<file path="src/rtl/proc_pkg.sv">
// Shared processor constants: instruction/next-PC widths and the NOP encoding
// that the prefetch buffer presents when it has nothing to issue.
package proc_pkg;

    localparam int INSTR_W = 16;
    localparam int PC_W    = 16;

    localparam logic [INSTR_W-1:0] NOP_INSTR = 16'h0800;

endpackage

</file>
<file path="src/rtl/instr_prefetch_buf_ptr_wrap.sv">
// Modulo-DEPTH pointer used for the head and tail of the prefetch buffer.
module ptr_wrap #(
    parameter int DEPTH = 4
) (
    input  logic                     clk,
    input  logic                     rst,
    input  logic                     en,
    input  logic                     clr,
    output logic [$clog2(DEPTH)-1:0] ptr
);

    localparam int AW = $clog2(DEPTH);

    logic [AW-1:0] ptr_d;
    logic [AW-1:0] ptr_q;

    always_comb begin
        ptr_d = ptr_q;
        if (clr) begin
            ptr_d = '0;
        end else if (en) begin
            ptr_d = (ptr_q == AW'(DEPTH - 1)) ? '0 : ptr_q + AW'(1);
        end
    end

    always_ff @(posedge clk or posedge rst) begin
        if (rst) begin
            ptr_q <= '0;
        end else begin
            ptr_q <= ptr_d;
        end
    end

    assign ptr = ptr_q;

endmodule

</file>
<file path="src/rtl/instr_prefetch_buf.sv">
// Instruction prefetch FIFO between fetch and IF/ID.
// Optional zero-latency empty-buffer bypass: define PREFETCH_BYPASS_EN.
module instr_prefetch_buf
    import proc_pkg::*;
#(
    parameter int DEPTH   = 4,
    parameter int INSTR_W = proc_pkg::INSTR_W,
    parameter int PC_W    = proc_pkg::PC_W
) (
    input  logic                     clk,
    input  logic                     rst,
    input  logic                     push_valid,
    input  logic [INSTR_W-1:0]       push_instr,
    input  logic [PC_W-1:0]          push_pc,
    output logic                     push_ready,
    input  logic                     flush,
    input  logic                     stall,
    output logic                     pop_valid,
    output logic [INSTR_W-1:0]       pop_instr,
    output logic [PC_W-1:0]          pop_pc,
    output logic [$clog2(DEPTH):0]   count,
    output logic                     err
);

    localparam int AW = $clog2(DEPTH);
    localparam int CW = AW + 1;

    logic [AW-1:0]      head;
    logic [AW-1:0]      tail;
    logic [CW-1:0]      count_d;
    logic [CW-1:0]      count_q;
    logic               err_d;
    logic               err_q;
    logic [INSTR_W-1:0] instr_mem_q [DEPTH];
    logic [PC_W-1:0]    pc_mem_q    [DEPTH];

    logic empty;
    logic full;
    logic push_fire;
    logic pop_fire;
    logic wr_en;
    logic rd_en;

    always_comb begin
        empty      = (count_q == '0);
        full       = (count_q == CW'(DEPTH));
        push_ready = !full;
        push_fire  = push_valid && !full && !flush;

`ifdef PREFETCH_BYPASS_EN
        pop_valid = empty ? (push_valid && !flush) : !flush;
`else
        pop_valid = !empty && !flush;
`endif
        pop_fire = pop_valid && !stall;
        rd_en    = pop_fire && !empty;
        // An entry consumed straight off the push port is never stored.
        wr_en    = push_fire && !(pop_fire && empty);

        pop_instr = INSTR_W'(NOP_INSTR);
        pop_pc    = '0;
        if (pop_valid) begin
`ifdef PREFETCH_BYPASS_EN
            if (empty) begin
                pop_instr = push_instr;
                pop_pc    = push_pc;
            end else begin
                pop_instr = instr_mem_q[head];
                pop_pc    = pc_mem_q[head];
            end
`else
            pop_instr = instr_mem_q[head];
            pop_pc    = pc_mem_q[head];
`endif
        end

        count_d = count_q;
        if (flush) begin
            count_d = '0;
        end else begin
            case ({wr_en, rd_en})
                2'b10:   count_d = count_q + CW'(1);
                2'b01:   count_d = count_q - CW'(1);
                default: count_d = count_q;
            endcase
        end

        // Overflow is sticky; only reset clears it.
        err_d = err_q || (push_valid && full && !flush);
    end

    always_ff @(posedge clk or posedge rst) begin
        if (rst) begin
            count_q <= '0;
            err_q   <= 1'b0;
        end else begin
            count_q <= count_d;
            err_q   <= err_d;
        end
    end

    always_ff @(posedge clk) begin
        if (wr_en) begin
            instr_mem_q[tail] <= push_instr;
            pc_mem_q[tail]    <= push_pc;
        end
    end

    ptr_wrap #(.DEPTH(DEPTH)) u_head (
        .clk (clk),
        .rst (rst),
        .en  (rd_en),
        .clr (flush),
        .ptr (head)
    );

    ptr_wrap #(.DEPTH(DEPTH)) u_tail (
        .clk (clk),
        .rst (rst),
        .en  (wr_en),
        .clr (flush),
        .ptr (tail)
    );

    assign count = count_q;
    assign err   = err_q;

endmodule

</file>
<file path="config.mk">
export PLATFORM = sky130hd
export DESIGN_NAME = instr_prefetch_buf
export DESIGN_NICKNAME = d
export VERILOG_FILES = /design/src/rtl/proc_pkg.sv /design/src/rtl/instr_prefetch_buf_ptr_wrap.sv /design/src/rtl/instr_prefetch_buf.sv
export SDC_FILE = /design/constraint.sdc
export NUM_CORES = 1
export LEC_CHECK = 0
export ABC_AREA = 1
export CORE_MARGIN = 2
export CORE_UTILIZATION = 43
export DETAILED_ROUTE_END_ITERATION = 12
export DONT_BUFFER_PORTS = 1
export PLACE_DENSITY = 0.65
export SETUP_SLACK_MARGIN = 0.5
export SLEW_MARGIN = 10
export SYNTH_ARGS = -nofsm -noshare
export SYNTH_HDL_FRONTEND = slang
export SYNTH_HIERARCHICAL = 1
export SYNTH_SLANG_ARGS = --single-unit
export TNS_END_PERCENT = 5
</file>
<file path="constraint.sdc">
create_clock -name clk -period 4.2 [get_ports clk]
set_clock_uncertainty 0.2 [all_clocks]
set_input_delay 1.26 -clock clk [delete_from_list [all_inputs] [get_ports clk]]
set_output_delay 1.26 -clock clk [all_outputs]
set_load 0.02 [all_outputs]
</file>
==> results.py, run 1 <==
metrics = {
    "status": {
        "outcome": "complete, no violations",
    },
    "logic_synthesis": {
        "synthFlopType": "edfxtp_1",
        "async_flop_share": 0.05882,
        "synth_top_cell_area_share": 0.7019,
        "syn_area_per_cell_um2": 12.22,
        "synth_compound_area_frac": 0.09618,
        "synth_top_family_by_area": "simple AND/OR/NAND/NOR gates",
        "synthCells": 448,
        "yosys.area_share.simple": 0.1211,
        "synth-edff-count": 128,
        "synth_fa_ha_area_frac": 0.008225,
        "netlist_area_um2": 5477,
        "synth_area_leaders": "edfxtp_1, nor2_1, o21ai_0, dfrtp_1, a21oi_1",
        "synth_seq_area_share": 0.7384,
        "yosysTopAreaCell": "edfxtp_1",
        "synth_xor_area_frac": 0.001599,
        "yosysWarnings": 6,
        "syn-num-nets": 488,
        "synth_mux_area_frac": 0,
        "synth.distinct_cells": 28,
        "ys_seq_elements": 136,
    },
    "critical_path": {
        "timing.rr.end": "count[2]$_DFFE_PP0P_",
        "cp.required_ns": 2.74,
        "critPathArrivalTime_ns": 2.23,
        "worst_path_most_repeated_cell": "buf_4",
        "crit_path_top_delay_cell": "a21oi_4",
        "r2r-start": "count[0]$_DFFE_PP0P_",
        "critPathKind": "in -> out",
        "worstSetupStartpointType": "primary input",
        "rrSetupSlack_ns": 1.86,
        "cp_top_family": "buffers and inverters",
        "reg2reg_depth": 11,
        "path_cells": "a21oi_4, inv_1, buf_4, a21oi_1, buf_4",
        "cp_max_fo": 31,
        "crit_path_max_incr_delay_ns": 0.26,
        "path_buf_inv": 3,
        "end_kind": "primary output",
    },
    "timing": {
        "finalHoldViolCount": 0,
        "tightest_slew_ns": 0.7169,
        "slew_viol_final": 0,
        "fin_crit_sh": 0.8793,
        "period_needed_ns": 3.693,
        "slew_headroom": 0.5221,
        "setup_violations": 0,
        "rsz0062_at_grt": "true",
        "setup_slack_ns": 0.5071,
        "fmax_mhz": 270.8,
    },
    "place": {
        "io_buffers": 0,
        "dp_hpwl_um": 6234,
        "gp_congestion": 0.8080,
        "dp_slack_ns": 0.4580,
    },
    "clocking": {
        "clock_latency_ns": 0.41,
        "htreeDepth": 4,
        "cts_buffer_depth": 2,
        "clock-root-buffer": "clkbuf_16",
        "cts.sinks": 136,
        "cts-resized-gates": 1,
        "cts_setup_buffers": 0,
        "path_clk_slew_ns": 0.05,
        "postCtsHoldBufs": 0,
        "cts_made_buffers": 17,
        "cts_tree": "built",
    },
    "power_and_ir_drop": {
        "power_frac_clock": 0.419,
        "power_leakage_nw": 2.335,
        "p_int_mw": 2.414,
        "p_comb_frac": 0.087,
        "switching_share": 0.2294,
        "irDropWorstVdd_mv": 0.2480,
        "power_per_cell_area_nw_per_um2": 486.0,
        "p_sw_uw": 718.4,
        "power_frac_seq": 0.495,
    },
    "global_route": {
        "antenna_found_initial": 0,
        "grt_overflow": 0,
        "grt_max_degree": 68,
        "track_usage": 0.1780,
        "grt_pass1_wl_um": 17650,
        "grt_pass1_vias": 3406,
    },
    "drt": {
        "met3WireLength_um": 851,
        "vias": 3343,
        "dr.pass1.iters": 5,
        "top_layer_used": "met4",
        "antenna_left": 0,
        "drtIter0Drc": 301,
        "finalWirelength_um": 11210,
        "dr_wl_met2_um": 5552,
        "drc": 0,
        "vias_per_cell": 4.982,
        "post_drt_wl_per_cell_um": 16.71,
        "wl_met1_um": 4759,
    },
    "final_layout": {
        "layout_commonest_cell": "nor2_1",
        "nFillCells": 1077,
        "utilization": 0.5149,
        "n_antenna_cell": 0,
        "syn_to_final_growth_pct": 17.68,
        "drive_gt1_frac": 0.1703,
        "nNetsFinal": 526,
        "mostFrequentLayoutCells": "nor2_1, edfxtp_1, o21ai_0, buf_4, a21oi_1",
    },
    "min_path": {
        "hold_path_class": "in -> async",
    },
    "die": {
        "rows": 41,
        "core-area_um2": 12520,
        "die_w_um": 116.9,
        "start_util": 0.4375,
        "dieArea_um2": 13660,
        "die_h_um": 116.9,
        "pin_count": 75,
    },
    "job": {
        "cap_violations": 0,
    },
}
through the flow:
| step | area, um^2 | instances | hold slack (ns) | TNS (ns) | power (mW) |
|---|---|---|---|---|---|
| 2_1_floorplan | 5477 | 448 | 0.3246 | -24.73 | 1.762 |
| 3_3_place_gp | 5914 | 639 | 0.4184 | 0 | 1.843 |
| 3_5_place_dp | 5914 | 639 | 0.4181 | 0 | 1.849 |
| 4_1_cts | 6441 | 671 | 0.3676 | 0 | 3.166 |
| 5_1_grt | 6445 | 671 | 0.3718 | 0 | 3.258 |
| 6_report | 6445 | 671 | 0.3875 | 0 | 3.132 |
Yosys cell counts, types with 2 or more instances:
cell,count
o21ai_1,14
o21ai_0,52
ha_1,2
nand2_2,2
buf_4,2
buf_2,10
nand2_1,12
clkbuf_1,10
nor3_1,4
edfxtp_1,128
nand3_1,8
dfrtp_1,8
inv_1,15
inv_2,3
nor2_1,134
clkinv_1,2
a21oi_1,31
power groups by stage:
stage	clock network (mW)	logic (mW)	registers, mW
finish	1.31	0.271	1.55
global route	1.40	0.303	1.55
CTS	1.34	0.275	1.55
detailed placement	0	0.273	1.58
global placement	0	0.267	1.58
floorplan	0	0.187	1.58
sequential cells by signal, summed over array words and instances, names as in the netlist:
signal	cells
u_tail/ptr	2
count	3
u_head/ptr	2
instr_mem_q	64
err	1
pc_mem_q	64
worst register-to-register path: stages, from the launching register on:
cell	delay, ns
dfrtp_1	0.55
nor2_2	0.12
nand2_2	0.19
nand2_4	0.14
nand3_4	0.15
inv_1	0.07
fa_1	0.38
xor2_1	0.17
nand3b_1	0.12
nand2_1	0.05
nand2_1	0.06
nand2_1	0.04
worst max path at each step:
stage               start                     endpoint  slack, ns  depth (start not counted)
finish              flush                 pop_instr[5]       0.51                          5
global route        flush                 pop_instr[5]       0.44                          5
CTS                 flush                 pop_instr[0]       0.47                          5
detailed placement  flush                pop_instr[15]       0.46                          5
global placement    flush                pop_instr[15]       0.46                          5
floorplan           flush  instr_mem_q[2][0]$_DFFE_PP_      -0.19                          5
cell type report:
class | instances | area [um^2] | area share
timing repair buffer | 42 | 315.3 | 0.04892
inverter | 20 | 75.07 | 0.01165
tap | 172 | 215.2 | 0.03339
multi-input combinational | 269 | 1271 | 0.1972
clock buffer | 21 | 440.4 | 0.06834
clock inverter | 11 | 82.58 | 0.01281
sequential | 136 | 4045 | 0.6276
per-layer routing:
layer  track usage  vias to the layer above
met5             0                        -
met4       0.06824                        0
met3       0.06231                        4
met2        0.2948                      110
met1        0.2162                     1584
li1              -                     1645
cell families after synthesis:
group	count (synthesis)
and+or+nand+nor	164
DFF	136
AOI/OAI and AO/OA	101
buffers and inverters	43
adders and majority gates	3
xor gates and xnor gates	1
Note: power is estimated with default switching activity, not from simulation.
==> run 2: changes to the inputs <==
--- a/config.mk
+++ b/config.mk
@@ -6,7 +6,6 @@
 export NUM_CORES = 1
 export LEC_CHECK = 0
 export ABC_AREA = 1
-export CORE_MARGIN = 2
 export CORE_UTILIZATION = 43
 export DETAILED_ROUTE_END_ITERATION = 12
 export DONT_BUFFER_PORTS = 1
==> results.py, run 2 (synthesis gave the netlist of run 1 again) <==
metrics = {
    "final_layout": {
        "n_antenna_cell": 0,
        "layout_commonest_cell": "nor2_1",
        "syn_to_final_growth_pct": 19.95,
        "mostFrequentLayoutCells": "nor2_1, edfxtp_1, o21ai_0, buf_4, a21oi_1",
        "nNetsFinal": 534,
        "utilization": 0.5379,
        "drive_gt1_frac": 0.1893,
    },
    "die": {
        "die_h_um": 114.9,
        "start_util": 0.4485,
        "dieArea_um2": 13190,
        "die_w_um": 114.9,
        "core-area_um2": 12210,
        "pin_count": 75,
        "rows": 40,
    },
    "drt": {
        "vias": 3361,
        "drtIter0Drc": 255,
        "finalWirelength_um": 10990,
        "antenna_left": 0,
        "drc": 0,
        "dr.pass1.iters": 4,
        "post_drt_wl_per_cell_um": 16.29,
        "vias_per_cell": 4.979,
    },
    "clocking": {
        "path_clk_slew_ns": 0.06,
        "cts_buffer_depth": 2,
        "clock-root-buffer": "clkbuf_16",
        "cts_made_buffers": 17,
        "cts_tree": "built",
        "htreeDepth": 4,
        "cts.sinks": 136,
        "clock_latency_ns": 0.40,
    },
    "timing": {
        "slew_viol_final": 0,
        "finalHoldViolCount": 0,
        "rsz0062_at_grt": "false",
        "setup_slack_ns": 0.6005,
        "setup_violations": 0,
        "slew_headroom": 0.6063,
        "period_needed_ns": 3.600,
        "tightest_slew_ns": 0.5899,
        "fmax_mhz": 277.8,
        "fin_crit_sh": 0.8570,
    },
    "job": {
        "cap_violations": 0,
    },
    "place": {
        "dp_hpwl_um": 6653,
        "dp_slack_ns": 0.5567,
        "gp_congestion": 0.7765,
        "io_buffers": 0,
    },
    "global_route": {
        "track_usage": 0.1788,
        "grt_pass1_vias": 3345,
        "grt_overflow": 0,
        "grt_max_degree": 68,
        "grt_pass1_wl_um": 17110,
        "antenna_found_initial": 0,
    },
    "critical_path": {
        "path_buf_inv": 3,
        "critPathArrivalTime_ns": 2.14,
        "crit_path_max_incr_delay_ns": 0.21,
        "worstSetupStartpointType": "primary input",
        "critPathKind": "in -> out",
        "worst_path_most_repeated_cell": "buf_4",
        "r2r-start": "count[1]$_DFFE_PP0P_",
        "rrSetupSlack_ns": 1.87,
        "crit_path_top_delay_cell": "buf_4",
        "cp.required_ns": 2.74,
        "reg2reg_depth": 11,
        "end_kind": "primary output",
        "cp_max_fo": 7,
        "cp_top_family": "buffers and inverters",
        "path_cells": "a21oi_4, clkinvlp_4, buf_4, a21oi_1, buf_4",
        "timing.rr.end": "count[2]$_DFFE_PP0P_",
    },
    "power_and_ir_drop": {
        "irDropWorstVdd_mv": 0.3658,
        "power_per_cell_area_nw_per_um2": 495.6,
        "power_leakage_nw": 2.400,
        "finalPower_mw": 3.256,
    },
    "status": {
        "outcome": "complete, no violations",
    },
    "min_path": {
        "hold_path_class": "in -> async",
    },
}
[run 2: changes by cell type in the layout (fill, tap and decap cells not counted), moves of 2 or more]
cell and change:
a21oi_1 +2, clkinv_4 +3, a21oi_2 -2, clkinvlp_4 +2, clkbuf_1 -4, buf_4 +6, clkinv_2 -3, inv_6 +3
[run 2: worst reg2reg max path: stages (launching register included)]
cell and delay [ns]:
dfrtp_1 0.50, nor2_2 0.27, a21oi_4 0.10, buf_4 0.19, nand3_4 0.09, inv_1 0.06
fa_1 0.37, xor2_1 0.17, nand3b_1 0.13, nand2_1 0.05, nand2_1 0.06, nand2_1 0.04
[run 2: final cells by class]
class                      count  area (um^2)
timing repair buffer          50        391.6
inverter                      20        80.08
fill                        1050         5643
sequential                   136         4045
clock buffer                  17        425.4
tap                          168        210.2
multi-input combinational    269         1264
clock inverter                15        152.6
[run 2: how the worst max path moves through the flow]
| stage | startpoint | end | slack (ns) | cells past startpoint |
|---|---|---|---|---|
| 5_1_grt | u_head/ptr[0]$_DFFE_PP0P_ | pop_instr[11] | 0.53 | 4 |
| 3_5_place_dp | flush | pop_instr[4] | 0.56 | 5 |
| 3_3_place_gp | flush | pop_pc[15] | 0.60 | 5 |
| 4_1_cts | flush | pop_instr[4] | 0.55 | 5 |
| 6_report | flush | pop_pc[7] | 0.60 | 5 |
| 2_1_floorplan | flush | instr_mem_q[2][0]$_DFFE_PP_ | -0.19 | 5 |
[run 2: stage by stage]
stage,area (um^2),instances,hold slack [ns],TNS (ns)
2_1_floorplan,5477,448,0.3246,-24.73
3_3_place_gp,5959,640,0.4202,0
3_5_place_dp,5959,640,0.4206,0
4_1_cts,6541,672,0.3734,0
5_1_grt,6569,675,0.3673,0
6_report,6569,675,0.3929,0
[run 2: routing by layer]
metal  wire [um]  GRT usage
met1        4757     0.2164
met2        5434     0.2940
met3         762    0.07064
met4          39    0.05801
met5           0          0
[run 2: timing repair]
action | 4_1_cts | 5_1_grt
cloned | 0 | 0
setup endpoints to repair | 1 | 8
buffers inserted | 0 | 3
hold endpoints to repair | 0 | 0
gates resized for setup | 1 | 2
hold buffers | 0 | 0
[run 2: power breakdown]
part           switching, mW  leakage, nW  internal [mW]
Combinational          0.185        0.857         0.0968
Sequential            0.0232         1.27           1.53
Clock                  0.550        0.275          0.874
Total                  0.759         2.40           2.50
